==> src/rtl/planificador_pkg.sv <==
// Shared definitions for the line-buffer sequencer: FSM state encoding and FIFO geometry.
package planificador_pkg;

   localparam int FIFO_DEPTH = 256;

   typedef logic [2:0] state_t;

   localparam state_t IDLE  = 3'd0;
   localparam state_t FILL  = 3'd1;
   localparam state_t RUN   = 3'd2;
   localparam state_t FLUSH = 3'd3;
   localparam state_t DONE  = 3'd4;

endpackage

==> src/rtl/planificador_buffers_if.sv <==
// Pixel-stream handshake plus FIFO-chain control bundle for planificador_buffers.
// Handshake: a pixel transfers on a rising clk edge when pixel_valid & pixel_ready are both 1;
// pixel_valid may not depend on pixel_ready, and fifo_write_req/fifo_read_req mark exactly those edges.
interface planificador_buffers_if #(
   parameter int ROWS = 3
);
   logic            pixel_valid;
   logic            pixel_ready;
   logic [ROWS-2:0] fifo_full;
   logic [ROWS-2:0] fifo_empty;
   logic            fifo_write_req;
   logic            fifo_read_req;
   logic [ROWS-2:0] fifo_write_en;
   logic [ROWS-2:0] fifo_read_en;
   logic            fifo_clear;

   // Environment side: pixel source and FIFO chain
   modport master (
      output pixel_valid, fifo_full, fifo_empty,
      input  pixel_ready, fifo_write_req, fifo_read_req,
             fifo_write_en, fifo_read_en, fifo_clear
   );

   // Sequencer side
   modport slave (
      input  pixel_valid, fifo_full, fifo_empty,
      output pixel_ready, fifo_write_req, fifo_read_req,
             fifo_write_en, fifo_read_en, fifo_clear
   );
endinterface

==> src/rtl/planificador_buffers_contador.sv <==
// contador_modulo: modulo-N counter with enable, synchronous clear and a wrap strobe.
module contador_modulo #(
   parameter int N = 256,
   parameter int W = 9
) (
   input  logic         clk,
   input  logic         reset,
   input  logic         en,
   input  logic         clr,
   output logic [W-1:0] count,
   output logic         wrap
);
   assign wrap = en & (count == W'(N - 1));

   always_ff @(posedge clk or negedge reset) begin
      if (!reset)      count <= '0;
      else if (clr)    count <= '0;
      else if (wrap)   count <= '0;
      else if (en)     count <= count + W'(1);
   end
endmodule

==> src/rtl/planificador_buffers.sv <==
// planificador_buffers: sequences a ROWS-1 deep line-FIFO cascade from a raster pixel stream.
// Optional PLANIFICADOR_BUFFERS_CHECK_EN adds a sticky err output for FIFO over/underflow on accept.
module planificador_buffers
   import planificador_pkg::*;
#(
   parameter int IMG_WIDTH  = 256,
   parameter int IMG_HEIGHT = 256,
   parameter int ROWS       = 3,
   parameter int CNT_BITS   = 9
) (
   input  logic                clk,
   input  logic                reset,
   input  logic                start,
   planificador_buffers_if.slave bus,
   output logic                window_valid,
   output logic [CNT_BITS-1:0] col_cnt,
   output logic [CNT_BITS-1:0] row_cnt,
   output logic                busy,
   output logic                done,
`ifdef PLANIFICADOR_BUFFERS_CHECK_EN
   output logic                err,
`endif
   output state_t              state_dbg
);
   state_t state, next_state;
   logic   streaming, accept, col_wrap, last_px, cnt_clr;

   assign streaming = (state == FILL) || (state == RUN);
   assign accept    = bus.pixel_valid & streaming;
   assign cnt_clr   = (state == DONE);
   assign state_dbg = state;

   contador_modulo #(.N(IMG_WIDTH), .W(CNT_BITS)) u_col (
      .clk(clk), .reset(reset), .en(accept), .clr(cnt_clr),
      .count(col_cnt), .wrap(col_wrap)
   );

   // Row wraps only on the very last pixel of the frame
   contador_modulo #(.N(IMG_HEIGHT), .W(CNT_BITS)) u_row (
      .clk(clk), .reset(reset), .en(accept & col_wrap), .clr(cnt_clr),
      .count(row_cnt), .wrap(last_px)
   );

   always_ff @(posedge clk or negedge reset) begin
      if (!reset) state <= IDLE;
      else        state <= next_state;
   end

   always_comb begin
      next_state = state;
      case (state)
         IDLE:  if (start) next_state = FILL;
         FILL:  if (last_px) next_state = FLUSH;
                else if (accept && col_wrap && row_cnt == CNT_BITS'(ROWS - 2)) next_state = RUN;
         RUN:   if (last_px) next_state = FLUSH;
         FLUSH: next_state = DONE;
         DONE:  next_state = IDLE;
         default: next_state = IDLE;
      endcase
   end

   // Masks decode the registered row counter, so they switch on the same edge as the row wrap
   always_comb begin
      bus.pixel_ready    = streaming;
      bus.fifo_write_req = accept;
      bus.fifo_read_req  = accept;
      bus.fifo_write_en  = '0;
      bus.fifo_read_en   = '0;
      bus.fifo_clear     = (state == FLUSH);
      busy               = (state != IDLE);
      done               = (state == DONE);
      if (streaming) begin
         for (int k = 0; k < ROWS - 1; k++) begin
            bus.fifo_write_en[k] = (row_cnt >= CNT_BITS'(k));
            bus.fifo_read_en[k]  = (row_cnt >= CNT_BITS'(k + 1));
         end
      end
   end

   // Registered to line up with the one-cycle read latency of the FIFO outputs
   always_ff @(posedge clk or negedge reset) begin
      if (!reset) window_valid <= 1'b0;
      else        window_valid <= accept && (row_cnt >= CNT_BITS'(ROWS - 1))
                                         && (col_cnt >= CNT_BITS'(ROWS - 1));
   end

`ifdef PLANIFICADOR_BUFFERS_CHECK_EN
   always_ff @(posedge clk or negedge reset) begin
      if (!reset) err <= 1'b0;
      else if (accept && ((|(bus.fifo_full & bus.fifo_write_en)) ||
                          (|(bus.fifo_empty & bus.fifo_read_en))))
         err <= 1'b1;
   end
`endif
endmodule
==> src/flat_wrapper.sv <==
// flat-port wrapper written by rule: the top's interface ports become plain ports
module planificador_buffers_flat import planificador_pkg::*;
#(
   parameter int IMG_WIDTH  = 256,
   parameter int IMG_HEIGHT = 256,
   parameter int ROWS       = 3,
   parameter int CNT_BITS   = 9
)
  (clk, reset, start, window_valid, col_cnt, row_cnt, busy, done, state_dbg, bus_pixel_valid, bus_fifo_full, bus_fifo_empty, bus_pixel_ready, bus_fifo_write_req, bus_fifo_read_req, bus_fifo_write_en, bus_fifo_read_en, bus_fifo_clear);
  planificador_buffers_if #(.ROWS(ROWS)) bus_i ();
  input  logic clk;
  input  logic reset;
  input  logic start;
  output logic window_valid;
  output logic [CNT_BITS-1:0] col_cnt;
  output logic [CNT_BITS-1:0] row_cnt;
  output logic busy;
  output logic done;
  output state_t state_dbg;
  input wire logic [$bits(bus_i.pixel_valid)-1:0] bus_pixel_valid;
  input wire logic [$bits(bus_i.fifo_full)-1:0] bus_fifo_full;
  input wire logic [$bits(bus_i.fifo_empty)-1:0] bus_fifo_empty;
  output wire logic [$bits(bus_i.pixel_ready)-1:0] bus_pixel_ready;
  output wire logic [$bits(bus_i.fifo_write_req)-1:0] bus_fifo_write_req;
  output wire logic [$bits(bus_i.fifo_read_req)-1:0] bus_fifo_read_req;
  output wire logic [$bits(bus_i.fifo_write_en)-1:0] bus_fifo_write_en;
  output wire logic [$bits(bus_i.fifo_read_en)-1:0] bus_fifo_read_en;
  output wire logic [$bits(bus_i.fifo_clear)-1:0] bus_fifo_clear;
  assign bus_i.pixel_valid = bus_pixel_valid;
  assign bus_i.fifo_full = bus_fifo_full;
  assign bus_i.fifo_empty = bus_fifo_empty;
  assign bus_pixel_ready = bus_i.pixel_ready;
  assign bus_fifo_write_req = bus_i.fifo_write_req;
  assign bus_fifo_read_req = bus_i.fifo_read_req;
  assign bus_fifo_write_en = bus_i.fifo_write_en;
  assign bus_fifo_read_en = bus_i.fifo_read_en;
  assign bus_fifo_clear = bus_i.fifo_clear;
  planificador_buffers #(.IMG_WIDTH(IMG_WIDTH), .IMG_HEIGHT(IMG_HEIGHT), .ROWS(ROWS), .CNT_BITS(CNT_BITS)) u_core (.clk(clk), .reset(reset), .start(start), .bus(bus_i), .window_valid(window_valid), .col_cnt(col_cnt), .row_cnt(row_cnt), .busy(busy), .done(done), .state_dbg(state_dbg));
endmodule
==> config.mk <==
export PLATFORM = sky130hd
export DESIGN_NAME = planificador_buffers_flat
export DESIGN_NICKNAME = d
export VERILOG_FILES = /design/src/rtl/planificador_pkg.sv /design/src/rtl/planificador_buffers_if.sv /design/src/rtl/planificador_buffers_contador.sv /design/src/rtl/planificador_buffers.sv /design/src/flat_wrapper.sv
export SDC_FILE = /design/constraint.sdc
export NUM_CORES = 1
export LEC_CHECK = 0
export BUFFER_PORTS_ARGS = -buffer_cell sky130_fd_sc_hd__buf_2
export CAP_MARGIN = 20
export CORE_MARGIN = 4
export CORE_UTILIZATION = 30
export DETAILED_ROUTE_END_ITERATION = 10
export PLACE_DENSITY = 0.58
export SYNTH_ARGS = -nofsm -noshare
export SYNTH_HDL_FRONTEND = slang
export SYNTH_SLANG_ARGS = --single-unit
==> constraint.sdc <==
create_clock -name clk -period 6.3 [get_ports clk]
set_input_delay 0.63 -clock clk [delete_from_list [all_inputs] [get_ports clk]]
set_output_delay 0.63 -clock clk [all_outputs]
set_load 0.05 [all_outputs]
==> metrics <==
outcome=completed; drt pass-1 iters=4; vias in the first global route=1,102; minimum clock period=2.63 ns; core area=between 0.004 and 0.005 sq mm; total power=between 0.5 and 0.6 mW; overall routing resource usage=11.8%; Slew headroom=47.8%; initial antenna violation count=0; post-DR wirelength/cell=13.7 um; Worst Setup Start Kind=flip-flop; CTS buffer count=3; leak pwr=0.724 nW; Skew-Pair Late Insertion Delay=0.27 ns; Post-CTS Resized=0; top cells by area, synth=dfrtp_1 (41%), xnor2_1 (5.3%), nor2_1 (4.8%); via/cell ratio=5.07; final hold vios=0; Fillers=451; number of flops mapped to enable cells by yosys=0; clk sinks=22; Pwr per Cell Area=roughly 320 mW/mm^2; grt met1 use=15.3%; DIE HEIGHT=74.6 um; Syn Std Cell Area=about 0.0013 sq mm; final net count=approximately 190; WL final=3080 um; setup_tns=0 ns; YS warnings=0; Worst setup EP type=output pin; CP required=5.67 ns; CTS Root Buffer Type=clkbuf_8; maximum clock frequency=0.380 GHz; most common cell after layout, fill and taps aside=buf_2; initial core utilization=32.1%; Max Cap Violations=0; die footprint=~0.0056 sq mm; layout cells sized above 1=23.6%; hold buffers post-CTS=0; Gate Count Post-Synth=145; routing usage on met2=19.7%; slowest cell delay on critical path=0.68 ns; Slowest-stage cell, CP=xnor2_1; RSZ-0062 raised after global routing=false; Setup CP Type=flip-flop to output pin; H-tree lvl count=1; CTS tree=done; Worst-Margin Slew=0.777 ns; top cell type's share of synthesized area=41.4%; Synth Register Bits=22; first-pass GRT wire length=5110 um; Detail Route Antenna Nets=0; crit path cell chain=xnor2_1 -> nor2_1 -> o31a_1 -> buf_2; Slew Limit Fails=0; fraction of registers with async set/reset=100%; Detail Placement HPWL=between 2000 and 2500 um; I/O pin total=40; Ant. Diodes=0; crit path max fanout=11; Synth Area per Inst=9.16 sq um; Main synth FF type=dfrtp_1; Setup Buffers After CTS=0; period utilisation layout=41.8%; commonest non-fill, non-tap cells in the layout=buf_2 (35), dfrtp_1 (22), nor2_1 (17); DRT iter0 DRCs=49; Die Wd=about 75 um; clk_skew=0.00161 ns; Synth area leader=dfrtp_1; synth unique cells=37; Worst path top cell family by delay=XOR/XNOR gates; grt met3 use=about 1.6%; DRC=0; gpl congestion=0.816; FP Rows=23; post-synthesis sequential area ratio=41.4%; port buffer count=35; Vias=1,136; grt ovf=0; Worst Path Arrival=approximately 2 ns; Area growth syn-to-layout=17.8%; worst IR drop on VDD=0.0895 mV; final setup violation count=0; pin count of the biggest net entering global routing=23; clk slew on worst S/H paths=~0.08 ns; Net Count, Synth=158; Worst Path Buf+Inv=1; Worst Hold Class=input pin to asynchronous set/reset pin; GRT busiest layer=met2; clock buffer depth=2
worst paths after layout:
check / slack, ns / end / depth (start not counted) / startpoint
hold reg to reg: 0.55 / u_core.u_col.count[8] / 2 / u_core.u_col.count[8]
hold / removal: 0.32 / u_core.u_row.count[2] / 1 / reset
setup / recovery: 3.67 / bus_fifo_read_en[0] / 4 / u_core.state_dbg[1]
max in group asynchronous: 5.64 / u_core.u_col.count[5] / 1 / reset
setup reg to reg: 3.99 / u_core.u_row.count[6] / 4 / u_core.state_dbg[1]
min in group clk: 0.55 / u_core.u_col.count[8] / 2 / u_core.u_col.count[8]
area by class of cell:
cell class                 count  area [sq um]  share of cell area [%]
clock inverter                 1          30.0                    1.92
clock buffer                   3          41.3                    2.64
timing repair buffer          35           175                    11.2
inverter                       6          22.5                    1.44
tap                           50          62.6                    4.00
sequential                    22           551                    35.2
multi-input combinational    107           683                    43.6
per-layer routing:
| layer | part of all wire (%) | wire length, um | vias to the layer above |
|---|---|---|---|
| li1 | - | - | 569 |
| met1 | 47 | 1460 | 547 |
| met2 | 47 | 1460 | 16 |
| met3 | 3.4 | 105 | 4 |
| met4 | 1.7 | 53 | 0 |
| met5 | 0 | 0 | - |
synth_stat cells, types with 2 or more instances:
| cell type | instances |
|---|---|
| a211oi_1 | 3 |
| a21oi_1 | 11 |
| and3_1 | 2 |
| and4_1 | 2 |
| buf_4 | 5 |
| buf_6 | 2 |
| clkbuf_1 | 2 |
| dfrtp_1 | 22 |
| ha_1 | 5 |
| inv_1 | 6 |
| nand2_1 | 12 |
| nand2b_1 | 3 |
| nand3_1 | 3 |
| nand4_1 | 2 |
| nor2_1 | 17 |
| nor3_1 | 3 |
| nor3b_1 | 3 |
| nor4_1 | 4 |
| nor4b_1 | 2 |
| o21ai_1 | 5 |
| o31ai_1 | 2 |
| or3_1 | 5 |
| or4_1 | 3 |
| xnor2_1 | 8 |
cells by family (layout without fill, tap and decap cells):
kind of cell | after synthesis | count (layout) | synth area share (%)
buffers and inverters | 16 | 45 | 7.16
XOR/XNOR | 8 | 8 | 5.27
AND/OR/NAND/NOR | 67 | 67 | 29.0
adder cells (fa/ha/maj) | 5 | 5 | 4.71
AO/OA/AOI/OAI | 27 | 27 | 12.4
flip-flops | 22 | 22 | 41.4
per-stage QoR:
step / setup slack (ns) / instance area, sq um / std cells / util [%] / hold WS [ns]
6_report: 3.67 / 1570 / 224 / 37.8 / 0.321
5_1_grt: 3.50 / 1570 / 224 / 37.8 / 0.367
4_1_cts: 3.63 / 1570 / 224 / 37.8 / 0.343
3_5_place_dp: 3.93 / 1490 / 220 / 36.1 / 0.537
3_3_place_gp: 3.93 / 1490 / 220 / 36.1 / 0.533
2_1_floorplan: 2.90 / 1330 / 145 / - / 0.334
worst reg2reg max path: stages (launching register included):
cell and delay, ns:
dfrtp_1 0.48, xnor2_1 0.33, or4_4 0.74, or4_1 0.54
a21oi_1 0.15
report_power, final:
group	switching, mW	leakage [nW]	internal (mW)
registers	0.0353	0.271	0.164
logic	0.122	0.417	0.0497
clock network	0.0493	0.0357	0.0850
total	0.207	0.724	0.298
registers in the layout (all words and copies together), names as in the netlist:
register,cells
u_core.u_col.count,9
u_core.state_dbg,3
u_core.window_valid,1
u_core.u_row.count,9
(Power assumes the default switching activity.)
